--- src/rtl/soc_imem_loader_if.sv ---
// Byte stream in, IMEM write port and status out.
// master: the loader (consumes the byte stream, drives IMEM and status).
// slave : the surrounding SoC (produces bytes, observes IMEM writes).
interface soc_imem_loader_if;
    logic        rx_vld;
    logic [7:0]  rx_dat;
    logic        imem_cpu_rstn;
    logic        imem_we;
    logic [29:0] imem_waddr;
    logic [31:0] imem_wdat;
    logic        busy;
    logic        err;

    modport master (
        input  rx_vld, rx_dat,
        output imem_cpu_rstn, imem_we, imem_waddr, imem_wdat, busy, err
    );

    modport slave (
        output rx_vld, rx_dat,
        input  imem_cpu_rstn, imem_we, imem_waddr, imem_wdat, busy, err
    );
endinterface

--- src/rtl/soc_imem_loader.sv ---
// soc_imem_loader: reloads the CPU program memory from a framed byte stream.
// Frame: MAGIC (4 bytes, MSB first), N (16-bit LE), 4*N data bytes (LE words),
// then an 8-bit modulo-256 sum of the data bytes. The CPU is held in reset
// from the magic match until a frame ends with a good checksum.
// Optional macro LOADER_TIMEOUT_EN: abort a frame when the gap between bytes
// reaches TIMEOUT_CYC clocks.
module soc_imem_loader #(
    parameter int          NUM_WORDS_IMEM = 8192,
    parameter logic [29:0] BASE_WADDR     = 30'h0,
    parameter logic [31:0] MAGIC          = 32'h5747_4C44,
    parameter int          TIMEOUT_CYC    = 1_000_000
) (
    input logic               clk,
    input logic               arst_n,
    soc_imem_loader_if.master bus
);

    typedef enum logic [2:0] {
        IDLE = 3'd0,
        LEN  = 3'd1,
        DATA = 3'd2,
        CSUM = 3'd3,
        ERR  = 3'd4
    } state_t;

    state_t      state_reg, state_next;
    logic [31:0] shreg_reg, shreg_next;
    logic [15:0] n_reg, n_next;
    logic [15:0] idx_reg, idx_next;
    logic [1:0]  byte_idx_reg, byte_idx_next;
    logic [23:0] word_reg, word_next;
    logic [7:0]  csum_reg, csum_next;
    logic        cpu_rstn_reg, cpu_rstn_next;
    logic        we_reg, we_next;
    logic [29:0] waddr_reg, waddr_next;
    logic [31:0] wdat_reg, wdat_next;
    logic        busy_reg, busy_next;
    logic        err_reg, err_next;

    logic [2:0]  lane_we;
    logic [15:0] n_full;
    logic [15:0] idx_inc;

    assign n_full  = {bus.rx_dat, n_reg[7:0]};
    assign idx_inc = idx_reg + 16'd1;

    // The first three bytes of each word are parked in their byte lanes; the
    // fourth byte goes straight into the write data, so the next word can
    // start assembling on the very next clock.
    genvar gi;
    generate
        for (gi = 0; gi < 3; gi++) begin : g_lane
            assign lane_we[gi] = (state_reg == DATA) && bus.rx_vld &&
                                 (byte_idx_reg == 2'(gi));
            assign word_next[8*gi +: 8] = lane_we[gi] ? bus.rx_dat
                                                      : word_reg[8*gi +: 8];
        end
    endgenerate

`ifdef LOADER_TIMEOUT_EN
    localparam logic [31:0] TMO_LAST = 32'(TIMEOUT_CYC - 1);
    logic [31:0] tmo_cnt_reg, tmo_cnt_next;
`endif

    // Next-state and next-output logic for the frame parser.
    always_comb begin
        state_next    = state_reg;
        shreg_next    = shreg_reg;
        n_next        = n_reg;
        idx_next      = idx_reg;
        byte_idx_next = byte_idx_reg;
        csum_next     = csum_reg;
        cpu_rstn_next = cpu_rstn_reg;
        we_next       = 1'b0;
        waddr_next    = waddr_reg;
        wdat_next     = wdat_reg;
        busy_next     = busy_reg;
        err_next      = err_reg;
`ifdef LOADER_TIMEOUT_EN
        tmo_cnt_next  = 32'd0;
`endif

        unique case (state_reg)
            IDLE, ERR: begin
                if (bus.rx_vld) begin
                    shreg_next = {shreg_reg[23:0], bus.rx_dat};
                    if ({shreg_reg[23:0], bus.rx_dat} == MAGIC) begin
                        state_next    = LEN;
                        cpu_rstn_next = 1'b0;
                        busy_next     = 1'b1;
                        err_next      = 1'b0;
                        byte_idx_next = 2'd0;
                    end
                end
            end

            LEN: begin
                if (bus.rx_vld) begin
                    if (!byte_idx_reg[0]) begin
                        n_next[7:0]   = bus.rx_dat;
                        byte_idx_next = 2'd1;
                    end else begin
                        n_next        = n_full;
                        byte_idx_next = 2'd0;
                        if (n_full == 16'd0 ||
                            32'(n_full) > 32'(NUM_WORDS_IMEM)) begin
                            state_next = ERR;
                            err_next   = 1'b1;
                            busy_next  = 1'b0;
                            shreg_next = 32'd0;
                        end else begin
                            state_next = DATA;
                            idx_next   = 16'd0;
                            csum_next  = 8'd0;
                        end
                    end
                end
            end

            DATA: begin
                if (bus.rx_vld) begin
                    csum_next     = csum_reg + bus.rx_dat;
                    byte_idx_next = byte_idx_reg + 2'd1;
                    if (byte_idx_reg == 2'd3) begin
                        we_next    = 1'b1;
                        waddr_next = BASE_WADDR + 30'(idx_reg);
                        wdat_next  = {bus.rx_dat, word_reg};
                        idx_next   = idx_inc;
                        if (idx_inc == n_reg) begin
                            state_next = CSUM;
                        end
                    end
                end
            end

            CSUM: begin
                if (bus.rx_vld) begin
                    busy_next  = 1'b0;
                    shreg_next = 32'd0;
                    if (bus.rx_dat == csum_reg) begin
                        state_next    = IDLE;
                        cpu_rstn_next = 1'b1;
                    end else begin
                        state_next = ERR;
                        err_next   = 1'b1;
                    end
                end
            end

            default: begin
                state_next = IDLE;
                shreg_next = 32'd0;
            end
        endcase

`ifdef LOADER_TIMEOUT_EN
        // Inter-byte gap watchdog while a frame is open.
        if (state_reg == LEN || state_reg == DATA || state_reg == CSUM) begin
            if (!bus.rx_vld) begin
                if (tmo_cnt_reg == TMO_LAST) begin
                    state_next = ERR;
                    err_next   = 1'b1;
                    busy_next  = 1'b0;
                    shreg_next = 32'd0;
                end else begin
                    tmo_cnt_next = tmo_cnt_reg + 32'd1;
                end
            end
        end
`endif
    end

    // State register.
    always_ff @(posedge clk or negedge arst_n) begin
        if (!arst_n) begin
            state_reg <= IDLE;
        end else begin
            state_reg <= state_next;
        end
    end

    // Datapath and output registers; reset puts the power-up image back in control.
    always_ff @(posedge clk or negedge arst_n) begin
        if (!arst_n) begin
            shreg_reg    <= 32'd0;
            n_reg        <= 16'd0;
            idx_reg      <= 16'd0;
            byte_idx_reg <= 2'd0;
            word_reg     <= 24'd0;
            csum_reg     <= 8'd0;
            cpu_rstn_reg <= 1'b1;
            we_reg       <= 1'b0;
            waddr_reg    <= BASE_WADDR;
            wdat_reg     <= 32'd0;
            busy_reg     <= 1'b0;
            err_reg      <= 1'b0;
        end else begin
            shreg_reg    <= shreg_next;
            n_reg        <= n_next;
            idx_reg      <= idx_next;
            byte_idx_reg <= byte_idx_next;
            word_reg     <= word_next;
            csum_reg     <= csum_next;
            cpu_rstn_reg <= cpu_rstn_next;
            we_reg       <= we_next;
            waddr_reg    <= waddr_next;
            wdat_reg     <= wdat_next;
            busy_reg     <= busy_next;
            err_reg      <= err_next;
        end
    end

`ifdef LOADER_TIMEOUT_EN
    // Idle-gap counter.
    always_ff @(posedge clk or negedge arst_n) begin
        if (!arst_n) begin
            tmo_cnt_reg <= 32'd0;
        end else begin
            tmo_cnt_reg <= tmo_cnt_next;
        end
    end
`endif

    assign bus.imem_cpu_rstn = cpu_rstn_reg;
    assign bus.imem_we       = we_reg;
    assign bus.imem_waddr    = waddr_reg;
    assign bus.imem_wdat     = wdat_reg;
    assign bus.busy          = busy_reg;
    assign bus.err           = err_reg;

endmodule
--- src/flat_wrapper.sv ---
// flat-port wrapper written by rule: the top's interface ports become plain ports
module soc_imem_loader_flat 
#(
    parameter int          NUM_WORDS_IMEM = 8192,
    parameter logic [29:0] BASE_WADDR     = 30'h0,
    parameter logic [31:0] MAGIC          = 32'h5747_4C44,
    parameter int          TIMEOUT_CYC    = 1_000_000
)
  (clk, arst_n, bus_rx_vld, bus_rx_dat, bus_imem_cpu_rstn, bus_imem_we, bus_imem_waddr, bus_imem_wdat, bus_busy, bus_err);
  soc_imem_loader_if bus_i ();
  input logic clk;
  input logic arst_n;
  input wire logic [$bits(bus_i.rx_vld)-1:0] bus_rx_vld;
  input wire logic [$bits(bus_i.rx_dat)-1:0] bus_rx_dat;
  output wire logic [$bits(bus_i.imem_cpu_rstn)-1:0] bus_imem_cpu_rstn;
  output wire logic [$bits(bus_i.imem_we)-1:0] bus_imem_we;
  output wire logic [$bits(bus_i.imem_waddr)-1:0] bus_imem_waddr;
  output wire logic [$bits(bus_i.imem_wdat)-1:0] bus_imem_wdat;
  output wire logic [$bits(bus_i.busy)-1:0] bus_busy;
  output wire logic [$bits(bus_i.err)-1:0] bus_err;
  assign bus_i.rx_vld = bus_rx_vld;
  assign bus_i.rx_dat = bus_rx_dat;
  assign bus_imem_cpu_rstn = bus_i.imem_cpu_rstn;
  assign bus_imem_we = bus_i.imem_we;
  assign bus_imem_waddr = bus_i.imem_waddr;
  assign bus_imem_wdat = bus_i.imem_wdat;
  assign bus_busy = bus_i.busy;
  assign bus_err = bus_i.err;
  soc_imem_loader #(.NUM_WORDS_IMEM(NUM_WORDS_IMEM), .BASE_WADDR(BASE_WADDR), .MAGIC(MAGIC), .TIMEOUT_CYC(TIMEOUT_CYC)) u_core (.clk(clk), .arst_n(arst_n), .bus(bus_i));
endmodule
--- config.mk ---
export PLATFORM = sky130hd
export DESIGN_NAME = soc_imem_loader_flat
export DESIGN_NICKNAME = d
export VERILOG_FILES = /design/src/rtl/soc_imem_loader_if.sv /design/src/rtl/soc_imem_loader.sv /design/src/flat_wrapper.sv
export SDC_FILE = /design/constraint.sdc
export NUM_CORES = 1
export LEC_CHECK = 0
export ABC_AREA = 1
export BUFFER_PORTS_ARGS = -buffer_cell sky130_fd_sc_hd__buf_2
export CAP_MARGIN = 20
export CORE_ASPECT_RATIO = 0.7
export CORE_UTILIZATION = 45
export DETAILED_ROUTE_END_ITERATION = 8
export GPL_ROUTABILITY_DRIVEN = 0
export MAX_ROUTING_LAYER = met4
export PLACE_DENSITY_LB_ADDON = 0.15
export SYNTH_ARGS = -nofsm -noshare
export SYNTH_HDL_FRONTEND = slang
export SYNTH_SLANG_ARGS = --single-unit
--- constraint.sdc ---
create_clock -name clk -period 5.75 [get_ports clk]
set_input_delay 0.2875 -clock clk [delete_from_list [all_inputs] [get_ports clk]]
set_output_delay 0.2875 -clock clk [all_outputs]
set_load 0.02 [all_outputs]
# Word level (Yosys, flattened, before mapping)
# Index checks and enable logic that the tools add are counted.
# op_classes
n_bitwise	2
n_mul	0
n_lt_le_gt_ge	1
reduce_logical	24
n_shift	0
n_div	0
eq_ne	22
mux	55
addsub	3
# op_table
cell	n
$mux 24	5
$pmux 24 s4	1
$mux 16	5
$eq 32x31->1 const B	1
$mux 8	4
$pmux 16 s2	1
$mux 3	10
$mux 1	19
$add 16x1->16 const B	1
$eq 16x16->1	1
$gt 16x14->1 const B	1
$logic_not 16->1	1
$ne 2x2->1 const B	8
$pmux 8 s2	1
$reduce_and 8->1	2
$reduce_and 5->1	3
$pmux 3 s4	1
$reduce_and 6->1	2
$reduce_and 3->1	3
$add 8x8->8	1
$eq 8x8->1	1
$mux 2	4
$ne 2x1->1 const B	4
$reduce_and 7->1	1
other kinds (17)	26
# totals
latchBits	0
memories	0
inputBits	11
word_cells	123
ram_bits	0
output_inout_bits	66
ff_bits	145
rom_bits	0

# Depth between registers and ports, before layout
# depth
ltp_word	6
ltp_mapped	16
depth_no_buf	16

# Worst setup path after synthesis
# Ideal clock, no wire load.
# synth_timing
path_kind	reg2reg
from	reg u_core.csum_reg[0]
to	reg u_core.csum_reg[6]
arrival_time_ns	1.676
n_path_buf	0
setup_slack_ns	3.948
stages_incl_launch_ff	12
period_less_slack_ns	1.802
setup_time_ns	0.126
required_time_ns	5.624
path_cell_list	dfrtp_1 ha_1 fa_1 nand2_1 nand2_1 a21oi_1 nor2_1 nor2_1 nor2_1 nor2_1 xor2_1 o21ai_0
# synth_via
elab_chain_cells	3
# synth_rtl
item	line	source
from (decl)	soc_imem_loader.sv:32	logic [7:0] csum_reg, csum_next;
from (signal assigned)	soc_imem_loader.sv:203	csum_reg <= csum_next;
$add 8x8->8	soc_imem_loader.sv:122	csum_next = csum_reg + bus.rx_dat;
$mux 8	soc_imem_loader.sv:121	if (bus.rx_vld) begin
$pmux 8 s2	soc_imem_loader.sv:83	unique case (state_reg)
# No other way between the ends. The select of a mux whose other input is x is not followed.
# A chain may end at the register's enable or synchronous reset.

# Worst setup path after layout
# layout_timing
from	reg u_core.state_reg[1]
to	reg u_core.wdat_reg[28] (netlist: u_core.bus.imem_wdat[28])
# layout_via
elab_chain_cells	2
# layout_rtl
item	line	source
from (decl)	soc_imem_loader.sv:26	state_t state_reg, state_next;
from (signal assigned)	soc_imem_loader.sv:178	state_reg <= state_next;
$eq 3x2->1	soc_imem_loader.sv:83	
$reduce_and 3->1 (no source line)	n/a	
to (signal assigned)	soc_imem_loader.sv:207	wdat_reg <= wdat_next;
to (decl)	soc_imem_loader.sv:36	logic [31:0] wdat_reg, wdat_next;
# No other way between the ends.

==> results.cfg <==
[run_status]
outcome = complete, no violations

[clock_network]
cts_root_buffer = sky130_fd_sc_hd__clkbuf_16
clock_tree.buffer_depth = 2
cts.clk_slew.worst_paths_ns = 0.07
post_cts.repair.setup_buffers = 0
clkSinkCount = 145
clkLatencyLatePin_ns = 0.43
cts_resized = 0
tritoncts = built
ctsHtreeMaxLevel = 4
numCtsBuffers = 17

[sta]
final.setup_skew_ns = 0.01193
max-slew-margin-rel_pct = 45.17
post-route-period-util_pct = 41.13
rsz0062_at_grt = no
report.final.hold_viol_count = 0
final-setup-viol-count = 0
tns_setup_ns = 0
period_needed_ns = 2.365
maxClockFrequency_mhz = 422.9
worstMarginPinSlew_ns = 0.8224
fin_max_slew_vios = 0

[drt]
detailedRoute.firstIterationViolations = 468
via_count = 5715
viasPerCell = 5.107
drc_errors = 0
drt_wl_total_um = 17180
post_drt_wl_per_cell_um = 15.35
ant_nets = 0
firstDrtPassIters = 5

[finish]
antennaDiodeCount = 0
final.fill_count = 1394
mostFrequentLayoutCell = sky130_fd_sc_hd__nand2_1
syn2layout_area_growth_pct = 14.93
drive_gt1_share_pct = 14.72
nNetsFinal = 935
finish.cell_count_without_fillers = 1119
layout.cells.most_common_list = sky130_fd_sc_hd__nand2_1, sky130_fd_sc_hd__dfrtp_1, sky130_fd_sc_hd__o21ai_0
max_reg_flops = 32

[floorplan]
die_w_um = 150.5
floorplan.initialDensity_pct = 46.61
i_o_pin_count = 77
rows = 37
fp.dieArea_um2 = 15950
chipHeight_um = 106.0
placeableCoreArea_um2 = 14910

[placement]
numPlacedInstances = 1086
io_buffers = 62
post-dp-hpwl_um = 11470

[grt]
pin_count_of_the_biggest_net_entering_global_routing = 82
via_count_of_the_first_global_routing_pass = 5007
grt_antenna_before_repair = 0
aggregate_global_routing_overflow = 0
globalRouteTotalUtil_pct = 23.82
grt_first_pass_wirelength_um = 27570

[yosys]
synth_async_sr_flop_share_pct = 100.0
synth.distinct_cells = 33
synth_area_per_cell_um2 = 8.155
synth-seq-area-share_pct = 52.24
synth-edff-count = 0
ys_ff_latch = 145
syn_area_um2 = 6948
ys.warnings.count = 0
synth_ff_type = sky130_fd_sc_hd__dfrtp_1
synthesis.instances = 852

[power_and_ir_drop]
maximum_vdd_drop_mv = 0.2145
leakagePower_nw = 4.104
power_density_over_cell_area_nw_per_um2 = 298.5

[critical_path]
timing.critical_path.arrival_ns = 2.64
worstSetupPathType = register to register
cp_max_fo = 73
timing.critical_path.to_type = register
nature_of_the_critical_path_startpoint = register
timing.critical_path.required_ns = 6.03

[job]
maxCapViolations = 0

[worst_hold_path]
hold_path_class = input port to register
-- worst paths after layout --
path,from,endpoint,slack (ns),depth (start not counted)
max,u_core.state_reg[1],u_core.bus.imem_wdat[28],3.39,9
min,bus_rx_dat[7],u_core.shreg_reg[7],0.17,3
max reg2reg,u_core.state_reg[1],u_core.bus.imem_wdat[28],3.39,9
min reg2reg,u_core.bus.imem_wdat[22],u_core.bus.imem_wdat[22],0.47,2
max in group asynchronous,arst_n,u_core.shreg_reg[2],3.92,3
min in group asynchronous,arst_n,u_core.bus.imem_waddr[15],0.49,2
-- cells in the mapped netlist, drive strengths merged, types with 6 or more instances --
master / count / area (um2)
dfrtp: 144 / 3603
a21oi: 8 / 40.04
nor2: 47 / 254.0
nand2: 319 / 1230
clkbuf: 13 / 51.30
ha: 12 / 150.1
buf: 27 / 170.2
nand4: 14 / 87.58
nand3: 73 / 370.4
inv: 70 / 262.8
nor4: 6 / 37.54
o21ai: 104 / 543.0
-- cell type report --
cell class / count / area (um2) / area share, %
Clock buffer: 18 / 439.2 / 5.500
Clock inverter: 14 / 170.2 / 2.131
Inverter: 70 / 262.8 / 3.291
Multi-Input combinational cell: 610 / 2883 / 36.10
Sequential cell: 145 / 3630 / 45.46
Tap cell: 195 / 244.0 / 3.055
Timing Repair Buffer: 67 / 356.6 / 4.466
-- layer usage --
layer | track usage, % | wire (um) | part of all wire [%] | vias to the layer above
li1 | - | - | - | 2851
met1 | 38.95 | 9627 | 56 | 2669
met2 | 29.10 | 6439 | 37 | 178
met3 | 3.734 | 924 | 5.4 | 17
met4 | 7.215 | 186 | 1.1 | 0
met5 | - | 0 | 0 | -
-- where the power goes --
part	leakage (nW)	switching, mW	internal (mW)
logic	1.83	0.114	0.0434
registers	1.98	0.0204	1.05
clock network	0.294	0.484	0.668
total	4.10	0.619	1.76
-- logic make-up (layout without fill, tap and decap cells) --
family	count (synthesis)	count (layout)	share of synthesized area [%]
XOR/XNOR	5	5	0.6303
AND/OR/NAND/NOR	465	465	29.14
buffers and inverters	110	169	6.969
adder cells (fa/ha/maj)	13	13	2.449
flip-flops	145	145	52.24
AO/OA/AOI/OAI	113	113	8.518
other	1	14	0.05397
-- stage by stage --
step | cell area, um2 | hold WS (ns) | setup slack (ns) | power (mW) | util (%)
after global placement | 7366 | 0.3930 | 3.416 | 1.249 | 49.41
after floorplan | 6997 | -0.008091 | 3.948 | 1.196 | -
final | 7985 | 0.1694 | 3.385 | 2.383 | 53.57
after global routing | 7985 | 0.1653 | 3.178 | 2.469 | 53.57
after detailed placement | 7366 | 0.3937 | 3.397 | 1.250 | 49.41
after CTS | 7985 | 0.1531 | 3.382 | 2.398 | 53.57
-- repair_timing --
action | 4_1_cts | 5_1_grt
endpoints found under the hold margin | 79 | 0
hold buffers | 1 | 0
endpoints found under the setup margin | 0 | 0
-- critical path, cell delays in order, from the launching register on --
cell	delay, ns
sky130_fd_sc_hd__dfrtp_1	0.46
sky130_fd_sc_hd__inv_1	0.11
sky130_fd_sc_hd__nor3_4	0.25
sky130_fd_sc_hd__inv_2	0.18
sky130_fd_sc_hd__nor2_2	0.11
sky130_fd_sc_hd__buf_4	0.45
sky130_fd_sc_hd__inv_2	0.04
sky130_fd_sc_hd__buf_4	0.35
sky130_fd_sc_hd__nand2_1	0.15
sky130_fd_sc_hd__o21ai_0	0.08
Power figures use the tool's default switching activity.
